$ cat config.mk
export PLATFORM = sky130hd
export DESIGN_NAME = product_order_client
export DESIGN_NICKNAME = d
export VERILOG_FILES = /design/src/rtl/product_order_client.sv
export SDC_FILE = /design/constraint.sdc
export NUM_CORES = 1
export LEC_CHECK = 0
export CAP_MARGIN = 15
export CORE_AREA = 2 2 88 90
export CTS_CLUSTER_DIAMETER = 30
export CTS_CLUSTER_SIZE = 30
export DETAILED_ROUTE_END_ITERATION = 16
export DIE_AREA = 0 0 90 92
export HOLD_SLACK_MARGIN = 0.12
export SKIP_CTS_REPAIR_TIMING = 1
export SLEW_MARGIN = 10
export SYNTH_ARGS = -nofsm -noshare
export SYNTH_HDL_FRONTEND = slang
export SYNTH_SLANG_ARGS = --single-unit
$ cat constraint.sdc
create_clock -name clk -period 4.4 [get_ports clk]
set_input_delay 1.32 -clock clk [delete_from_list [all_inputs] [get_ports clk]]
set_output_delay 1.32 -clock clk [all_outputs]
set_load 0.01 [all_outputs]
$ cat src/rtl/product_order_client.sv
// Initiator end of the product-factory interface: issues one order at a time to a responder,
// decodes the returned product back to its config byte and reports a status-tagged result.
module product_order_client #(
    parameter int unsigned TIMEOUT   = 8,
    parameter int unsigned DRAIN_CYC = 2,
    parameter int unsigned ERR_W     = 8
) (
    input  logic             clk,
    input  logic             rst_n,
    input  logic             ord_valid,
    output logic             ord_ready,
    input  logic [1:0]       ord_type,
    input  logic [7:0]       ord_data,
    output logic [1:0]       fac_select,
    output logic [7:0]       fac_config,
    input  logic [7:0]       fac_output,
    input  logic             fac_valid,
    output logic             res_valid,
    input  logic             res_ready,
    output logic [7:0]       res_data,
    output logic [1:0]       res_status,
    output logic [ERR_W-1:0] err_count,
    output logic             busy
);

    localparam int unsigned TW = (TIMEOUT > 2) ? $clog2(TIMEOUT) : 1;
    localparam int unsigned DW = (DRAIN_CYC > 2) ? $clog2(DRAIN_CYC) : 1;
    localparam logic [TW-1:0] TMO_LAST = TW'(TIMEOUT - 1);
    localparam logic [DW-1:0] DRN_LAST = DW'(DRAIN_CYC - 1);

    localparam logic [1:0] ST_OK       = 2'b00;
    localparam logic [1:0] ST_MISMATCH = 2'b01;
    localparam logic [1:0] ST_TIMEOUT  = 2'b10;
    localparam logic [1:0] ST_BAD_TYPE = 2'b11;

    typedef enum logic [1:0] {StIdle, StWait, StResp, StDrain} state_t;

    state_t        state;
    logic [1:0]    ord_type_l;
    logic [7:0]    ord_data_l;
    logic [TW-1:0] tmo_cnt;
    logic [DW-1:0] drn_cnt;
    logic [7:0]    dec_data;
    logic          dec_ok;
    logic          type_ok;

    // Gated with rst_n so no order can be accepted while reset is held.
    assign ord_ready = (state == StIdle) && rst_n;
    assign busy      = (state != StIdle);
    assign type_ok   = (ord_type == 2'b01) || (ord_type == 2'b10);

    // Product B loses config bit 7 in the shift, so only bits 6:0 are compared.
    always_comb begin
        dec_data = 8'h00;
        dec_ok   = 1'b0;
        if (ord_type_l == 2'b01) begin
            dec_data = fac_output - 8'd10;
            dec_ok   = (dec_data == ord_data_l);
        end else begin
            dec_data = {1'b0, fac_output[7:1]};
            dec_ok   = !fac_output[0] && (dec_data[6:0] == ord_data_l[6:0]);
        end
    end

    always_ff @(posedge clk or negedge rst_n) begin
        if (!rst_n) begin
            state      <= StIdle;
            ord_type_l <= 2'b00;
            ord_data_l <= 8'h00;
            fac_select <= 2'b00;
            fac_config <= 8'h00;
            res_valid  <= 1'b0;
            res_data   <= 8'h00;
            res_status <= ST_OK;
            err_count  <= '0;
            tmo_cnt    <= '0;
            drn_cnt    <= '0;
        end else begin
            unique case (state)
                StIdle: begin
                    fac_select <= 2'b00;
                    if (ord_valid) begin
                        ord_type_l <= ord_type;
                        ord_data_l <= ord_data;
                        if (type_ok) begin
                            fac_select <= ord_type;
                            fac_config <= ord_data;
                            tmo_cnt    <= '0;
                            state      <= StWait;
                        end else begin
                            res_valid  <= 1'b1;
                            res_data   <= ord_data;
                            res_status <= ST_BAD_TYPE;
                            state      <= StResp;
                        end
                    end
                end
                StWait: begin
                    // A product arriving on the last allowed cycle still wins over timeout.
                    if (fac_valid) begin
                        fac_select <= 2'b00;
                        res_valid  <= 1'b1;
                        res_data   <= dec_data;
                        res_status <= dec_ok ? ST_OK : ST_MISMATCH;
                        state      <= StResp;
                    end else if (tmo_cnt == TMO_LAST) begin
                        fac_select <= 2'b00;
                        res_valid  <= 1'b1;
                        res_data   <= 8'h00;
                        res_status <= ST_TIMEOUT;
                        state      <= StResp;
                    end else begin
                        tmo_cnt <= tmo_cnt + 1'b1;
                    end
                end
                StResp: begin
                    fac_select <= 2'b00;
                    if (res_ready) begin
                        res_valid <= 1'b0;
                        if ((res_status != ST_OK) && (err_count != '1)) begin
                            err_count <= err_count + 1'b1;
                        end
                        drn_cnt <= '0;
                        state   <= StDrain;
                    end
                end
                StDrain: begin
                    fac_select <= 2'b00;
                    if (drn_cnt == DRN_LAST) begin
                        state <= StIdle;
                    end else begin
                        drn_cnt <= drn_cnt + 1'b1;
                    end
                end
                default: state <= StIdle;
            endcase
        end
    end

endmodule

# ---- Word level (Yosys, flattened, before mapping)
# Index checks and enable logic that the tools add are counted.
dict set report word_totals {
  wordCells 90
  reg_bits 45
  inputBits 23
}
dict set report classes {
  reduce_logical 20
  n_mux 37
  addsub 4
  eq_ne 18
}
# op count
set op_table {}
lappend op_table {{8-bit two-way mux} 5}
lappend op_table {{2-bit two-way mux} 13}
lappend op_table {{8-bit one-hot mux with 2 select lines} 1}
lappend op_table {{2-bit inequality test (second input constant)} 7}
lappend op_table {{3-bit two-way mux} 4}
lappend op_table {{5-bit AND reduction} 2}
lappend op_table {{8-bit by 1-bit adder with 8-bit output (second input constant)} 1}
lappend op_table {{8-bit == test} 1}
lappend op_table {{1-bit two-way mux} 8}
lappend op_table {{8-bit inequality test (second input constant)} 1}
lappend op_table {{2-bit one-hot mux with 4 select lines} 1}
lappend op_table {{4-bit AND reduction} 2}
lappend op_table {{2-bit nonzero test} 4}
lappend op_table {{8-bit by 4-bit subtractor with 8-bit output (second input constant)} 1}
lappend op_table {{7-bit == test} 1}
lappend op_table {{2-bit by 1-bit == test with 1-bit output (second input constant)} 3}
lappend op_table {{2-bit == test (second input constant)} 3}
lappend op_table {{2-bit one-hot mux with 3 select lines} 1}
lappend op_table {{3-bit one-hot mux with 2 select lines} 1}
lappend op_table {{3-bit AND reduction} 2}
lappend op_table {{2-bit one-hot mux with 2 select lines} 1}
lappend op_table {{2-bit AND reduction} 2}
lappend op_table {{3-bit by 1-bit adder with 3-bit output (second input constant)} 1}
lappend op_table {{3-bit == test (second input constant)} 1}
lappend op_table {{10 further kinds} 12}

# ---- Longest topological paths before layout
# Gate-level depths: netlist of run 1.
dict set report depth {
  depth_word 6
  depth_mapped 8
}

# ---- Least setup slack after synthesis of run 1
# OpenSTA, ideal clock, no wires.
dict set report synth_path {
  path_kind {input-to-output}
  startpoint {in rst_n}
  endpoint {out ord_ready}
  path_slack_ns 1.595
  path_buffers 0
  cell_stages 1
  arrival_time_ns 1.485
  cell_sequence {and2_1}
}
dict set report synth_via {
  elab_chain_cells 1
}
# element line_no
set synth_lines {}
lappend synth_lines {{start, declared} 9} ;# input logic rst_n,
lappend synth_lines {{1-bit logical AND} 48} ;# assign ord_ready = (state == StIdle) && rst_n;
lappend synth_lines {{end, declared} 11} ;# output logic ord_ready,
# Every way passes these cells.

# ---- Worst setup path in the final report of run 1
# Ends and elaborated chain as after synthesis.

==> flow_summary.toml, run 1 <==
[outcome]
status = "finished clean"

[sta]
slew_viol_final = 0
tightest_slew_ns = 0.900
rsz0062_at_grt = "no"
period_minus_slack_ns = 3.41
hold_viol_final = 0
skew_ns = 0.00487
fin_tns_setup_ns = 0
setup_viol = 0
setup_ws_ns = 0.988
maxSlewHeadroom_pct = 39.8
post-route-period-util_pct = 77.5
clock.fmax_ghz = 0.293

[hold_path]
hp-start = "fac_select[1]"
worstHoldPathType = "reg -> reg"
holdPathStages = 2
holdPathEnd = "fac_select[1]"

[die]
dieHeight_um = 92
io_pins = 54
rows = 32
initial_core_util_pct = 33.2
die_width_um = 90
core_mm2 = 0.00745
dieArea_mm2 = 0.00828

[setup_path]
crit_start = "rst_n"
endpoint_kind = "primary output"
cpMaxStageDelayCell = "clkdlybuf4s50_1"
r2r_cells = 6
critical-path-top-delay-family = "buffers and inverters"
path_cells = "buf_2, and2_1, clkdlybuf4s50_1"
startpoint_type = "input pin"
worst-path-buf-inv = 2
setup.worst_path.class = "in -> out"
critPathMaxStageDelay_ns = 0.53
r2r_end = "res_data[6]"
critPathMaxFanout = 2
arrival_ns = 2.09
r2r_setup_slack_ns = 2.00
cp.required_ns = 3.08
r2r-start = "state[1]"

[routing]
via_per_inst = 4.71
drtPass1Iterations = 4
post_drt_wl_per_cell_um = 14.0
drt_wl_total_um = 5570
drt_iter0_markers = 107
drc = 0
vias = 1869
drtAntennaViolNets = 0

[synth]
synth_warnings = 0
synth_cell_types = 43
ys.flop_type = "dfrtp_1"
ys_seq_elements = 45
synth_area_mm2 = 0.00247
synth_most_common_cell = "dfrtp_1"
synthArstFlopShare_pct = 100
synth_seq_area_share_pct = 45.5
avgSynthCellArea_um2 = 10.3
synthCells = 240
syn_nets = 274
synth-edff-count = 0
yosys.area.top_type = "dfrtp_1"
synth_top_area_share_pct = 45.5
ys_top_cells_by_count = "dfrtp_1, nand2_1, o21ai_0"
synth_area_leaders = "dfrtp_1, mux2_2, ha_1, xnor2_1, o21ai_0"

[power_and_ir_drop]
p_leak_nw = 1.35
ir_worst_vdd_mv = 0.218
power.density_mw_per_mm2 = 644

[cts]
cts_sinks = 45
cts_made_buffers = 5
cts.path.max_buffers = 2
clockRootBuffer = "clkbuf_8"
cts_tree = "done"
clkLatencyLatePin_ns = 0.30
cts_max_level = 2
cts.reportedPaths.clkPinSlew_ns = 0.09

[cells_and_area]
area_growth_pct = 29.5
diodes = 0
drive_above_1_share_pct = 11.2
nFillCells = 742
finalNetCount = 329

[global_route]
grt_max_degree = 46
grt_pass1_wl_um = 9270
grt_usage_pct = 14.0
antenna_found_initial = 0
grt_pass1_vias = 1861
gr-total-overflow = 0

[place]
dp_hpwl_um = 4190
place_ws_ns = 0.825
placement.io_buffers = 53
gp_congestion = 0.808

[job]
max_cap_violations = 0
cell type report:
cell class	count	area [um2]	area share, %
clock buffer	5	68.8	2.15
clock inverter	2	35.0	1.09
inverter	16	60.1	1.87
multi-input combinational	173	1250	39.1
sequential	45	1130	35.1
tap	102	128	3.98
timing repair buffer	54	533	16.6
worst reg2reg max path: cells and delay by family (launching register included):
kind	cells	cell delay [ns]
AOI/OAI and AO/OA	3	1.10
adders and majority gates	1	0.42
buffers and inverters	2	0.38
DFF	1	0.41
state kept, by name (all words and copies together), names as in the netlist:
register and count:
ord_type_l 2, res_data 8, fac_config 8, state 2
res_valid 1, drn_cnt 1, ord_data_l 8, res_status 2
fac_select 2, err_count 8, tmo_cnt 3
stage by stage:
| step | power, mW | instances | instance area [um2] | utilization, % | hold slack (ns) |
|---|---|---|---|---|---|
| 3_5_place_dp | 1.77 | 390 | 3100 | 41.6 | 0.471 |
| 4_1_cts | 2.09 | 397 | 3210 | 43.0 | 0.491 |
| 6_report | 2.06 | 397 | 3210 | 43.0 | 0.481 |
| 2_1_floorplan | 1.38 | 240 | 2470 | - | 0.463 |
| 3_3_place_gp | 1.75 | 390 | 3100 | 41.6 | 0.461 |
| 5_1_grt | 2.23 | 397 | 3210 | 43.0 | 0.516 |
power breakdown:
part           switching, mW  leakage [nW]  internal (mW)
sequential             0.145         0.547          0.595
clock                  0.145        0.0540          0.165
combinational          0.482         0.750          0.531
total                  0.773          1.35           1.29
cell usage in the layout (no fill, tap or decap), types with 3 or more instances in the layout:
cell | synthesis | routed
clkbuf_8 | 0 | 5
ha_1 | 11 | 11
o221ai_1 | 3 | 3
inv_1 | 16 | 16
a21oi_1 | 10 | 10
o21ai_0 | 19 | 19
nor2_1 | 14 | 14
mux2_2 | 13 | 13
nand4_1 | 3 | 3
xor2_1 | 10 | 10
nand2_1 | 21 | 21
nor4_1 | 3 | 3
clkdlybuf4s50_1 | 0 | 52
a31oi_1 | 5 | 5
o21a_1 | 4 | 4
xnor2_1 | 14 | 14
nand2b_1 | 3 | 3
mux2i_1 | 6 | 6
nand3_1 | 7 | 7
dfrtp_1 | 45 | 45
per-layer routing:
layer / part of all wire (%) / GRT usage (%)
met1: 49 / 19.3
met2: 46 / 22.2
met3: 3.8 / 2.88
met4: 1.0 / 4.23
met5: 0 / 0
worst max path at each step:
stage,slack [ns],depth (start not counted),to
3_3_place_gp,0.87,7,res_data[0]
4_1_cts,0.98,3,ord_ready
6_report,0.99,3,ord_ready
3_5_place_dp,0.82,7,res_data[6]
5_1_grt,0.89,7,res_data[6]
2_1_floorplan,1.60,1,ord_ready
cells by family after synthesis:
| group | synth area share (%) |
|---|---|
| simple gates | 13.1 |
| flops | 45.5 |
| mux | 8.34 |
| xor+xnor | 9.56 |
| compound gates | 14.2 |
| fa+ha+maj | 5.56 |
| buf+inv | 3.79 |
No activity file was read; power rests on OpenSTA's default activity.
==> inputs of run 2 (changes only) <==
- clock period: 4.4 -> 3.2 ns (I/O delays scaled with it)
==> run 2 against run 1 <==
Utilization grew 0.50 points. Clock power up 37%. Largest cell class unchanged. Register-to-register slack lost 1.0 ns. Combinational power rose by 44%. Sequential share of layout area is 0.41 points lower. Global-route usage increased by 0.37 points.
==> flow_summary.toml, run 2 (synthesized netlist as in run 1, its figures left out) <==
[cts]
clkLatencyLatePin_ns = 0.30
cts_sinks = 45
cts.reportedPaths.clkPinSlew_ns = 0.09
cts_made_buffers = 5
cts.path.max_buffers = 2
cts_tree = "done"
cts_max_level = 2
clockRootBuffer = "clkbuf_8"

[die]
dieArea_mm2 = 0.00828
core_mm2 = 0.00745
io_pins = 54
die_width_um = 90
rows = 32
dieHeight_um = 92
initial_core_util_pct = 33.2

[place]
placement.io_buffers = 53
gp_congestion = 0.853
dp_hpwl_um = 4300
dp.cells = 395

[routing]
vias = 1920
met3_length_um = 246
drc = 0
via_per_inst = 4.78
routed.top_layer = "met4"
drt_wl_total_um = 5590
wl_met2_um = 2640
met1Wirelength_um = 2620
post_drt_wl_per_cell_um = 13.9
drtPass1Iterations = 4
drtAntennaViolNets = 0
drt_iter0_markers = 78

[sta]
rsz0062_at_grt = "no"
clock.fmax_ghz = 0.353
period_minus_slack_ns = 2.83
tightest_slew_ns = 0.897
maxSlewHeadroom_pct = 40.1
setup_viol = 0
skew_ns = 0.00865
fin_tns_setup_ns = 0
hold_viol_final = 0
post-route-period-util_pct = 88.4
slew_viol_final = 0

[setup_path]
endpoint_kind = "primary output"
path_cells = "inv_1, ha_1, inv_1, clkdlybuf4s50_1"
cp.depth = 4
worst-path-buf-inv = 3
critPathMaxFanout = 7
setup.worst_path.class = "reg -> out"
critical-path-top-delay-family = "buffers and inverters"
startpoint_type = "flip-flop"
arrival_ns = 1.87
r2r_end = "res_status[0]"
r2r-start = "state[1]"
critPathMaxStageDelay_ns = 0.58
cpMaxStageDelayCell = "clkdlybuf4s50_1"
r2r_setup_slack_ns = 0.99
path_common_cell = "inv_1"
r2r_cells = 7
cp.required_ns = 2.24

[power_and_ir_drop]
power.share.sequential_pct = 35.1
p_comb_share_pct = 50.2
ir_worst_vdd_mv = 0.295
internal-power_mw = 1.82
power_frac_clock_pct = 14.7
power.density_mw_per_mm2 = 894
switching_share_pct = 37.3
p_switching_mw = 1.08
p_leak_nw = 1.38

[hold_path]
holdPathEnd = "fac_select[1]"
hp-start = "fac_select[1]"
holdPathStages = 2
worstHoldPathType = "reg -> reg"

[global_route]
antenna_found_initial = 0
grt_usage_pct = 14.3
grt_pass1_wl_um = 9540
grt_max_degree = 46
grt_pass1_vias = 1946
gr-total-overflow = 0

[cells_and_area]
finalNetCount = 334
drive_above_1_share_pct = 12.7
diodes = 0
area_growth_pct = 31.0
final_cells = 402
layout_common_cells = "clkdlybuf4s50_1, dfrtp_1, nand2_1"
layout_commonest_cell = "clkdlybuf4s50_1"

[job]
max_cap_violations = 0

[outcome]
status = "finished clean"
run 2: changes by cell type in the layout (fill, tap and decap cells not counted):
cell	before	now
buf_4	1	6
run 2: final cells by class:
type / instances / area (um2)
fill: 756 / 4200
multi-input combinational: 173 / 1250
sequential: 45 / 1130
timing repair buffer: 59 / 571
tap: 102 / 128
clock buffer: 5 / 68.8
inverter: 16 / 60.1
clock inverter: 2 / 35.0
run 2: metal layers:
layer / vias to the layer above / track usage, %
met4: 0 / 5.00
li1: 959 / -
met5: - / 0
met1: 913 / 19.4
met2: 41 / 22.7
met3: 7 / 3.20
run 2: power by group through the flow:
| stage | Clock, mW | Combinational (mW) | Sequential (mW) |
|---|---|---|---|
| after floorplan | 0 | 0.836 | 1.06 |
| after global placement | 0 | 1.44 | 1.03 |
| after detailed placement | 0 | 1.47 | 1.03 |
| after CTS | 0.435 | 1.47 | 1.02 |
| after global routing | 0.461 | 1.61 | 1.06 |
| final | 0.426 | 1.45 | 1.02 |
run 2: worst max path at each step:
stage	start	endpoint	slack, ns
final	state[0]	busy	0.37
after global routing	state[0]	busy	0.26
after CTS	state[0]	busy	0.37
after detailed placement	ord_type[0]	res_data[5]	0.29
after global placement	ord_type[0]	res_data[4]	0.33
after floorplan	fac_output[1]	res_status[0]	0.81
run 2: stage by stage:
stage                     hold slack, ns  setup slack (ns)  cell area, um2  util [%]  total power, mW
after CTS                          0.492             0.368            3240      43.5             2.93
after global routing               0.524             0.260            3240      43.5             3.13
after detailed placement           0.472             0.291            3140      42.2             2.50
after global placement             0.463             0.335            3140      42.2             2.47
after floorplan                    0.463             0.812            2470         -             1.89
final                              0.483             0.370            3240      43.5             2.90
run 2: worst register-to-register path, cell delays in order (launching register included):
cell and delay [ns]:
dfrtp_1 0.41, inv_1 0.13, ha_1 0.43, nor3b_2 0.55, o21ai_0 0.14, o21ai_0 0.12, o21ba_2 0.20, a31oi_2 0.16
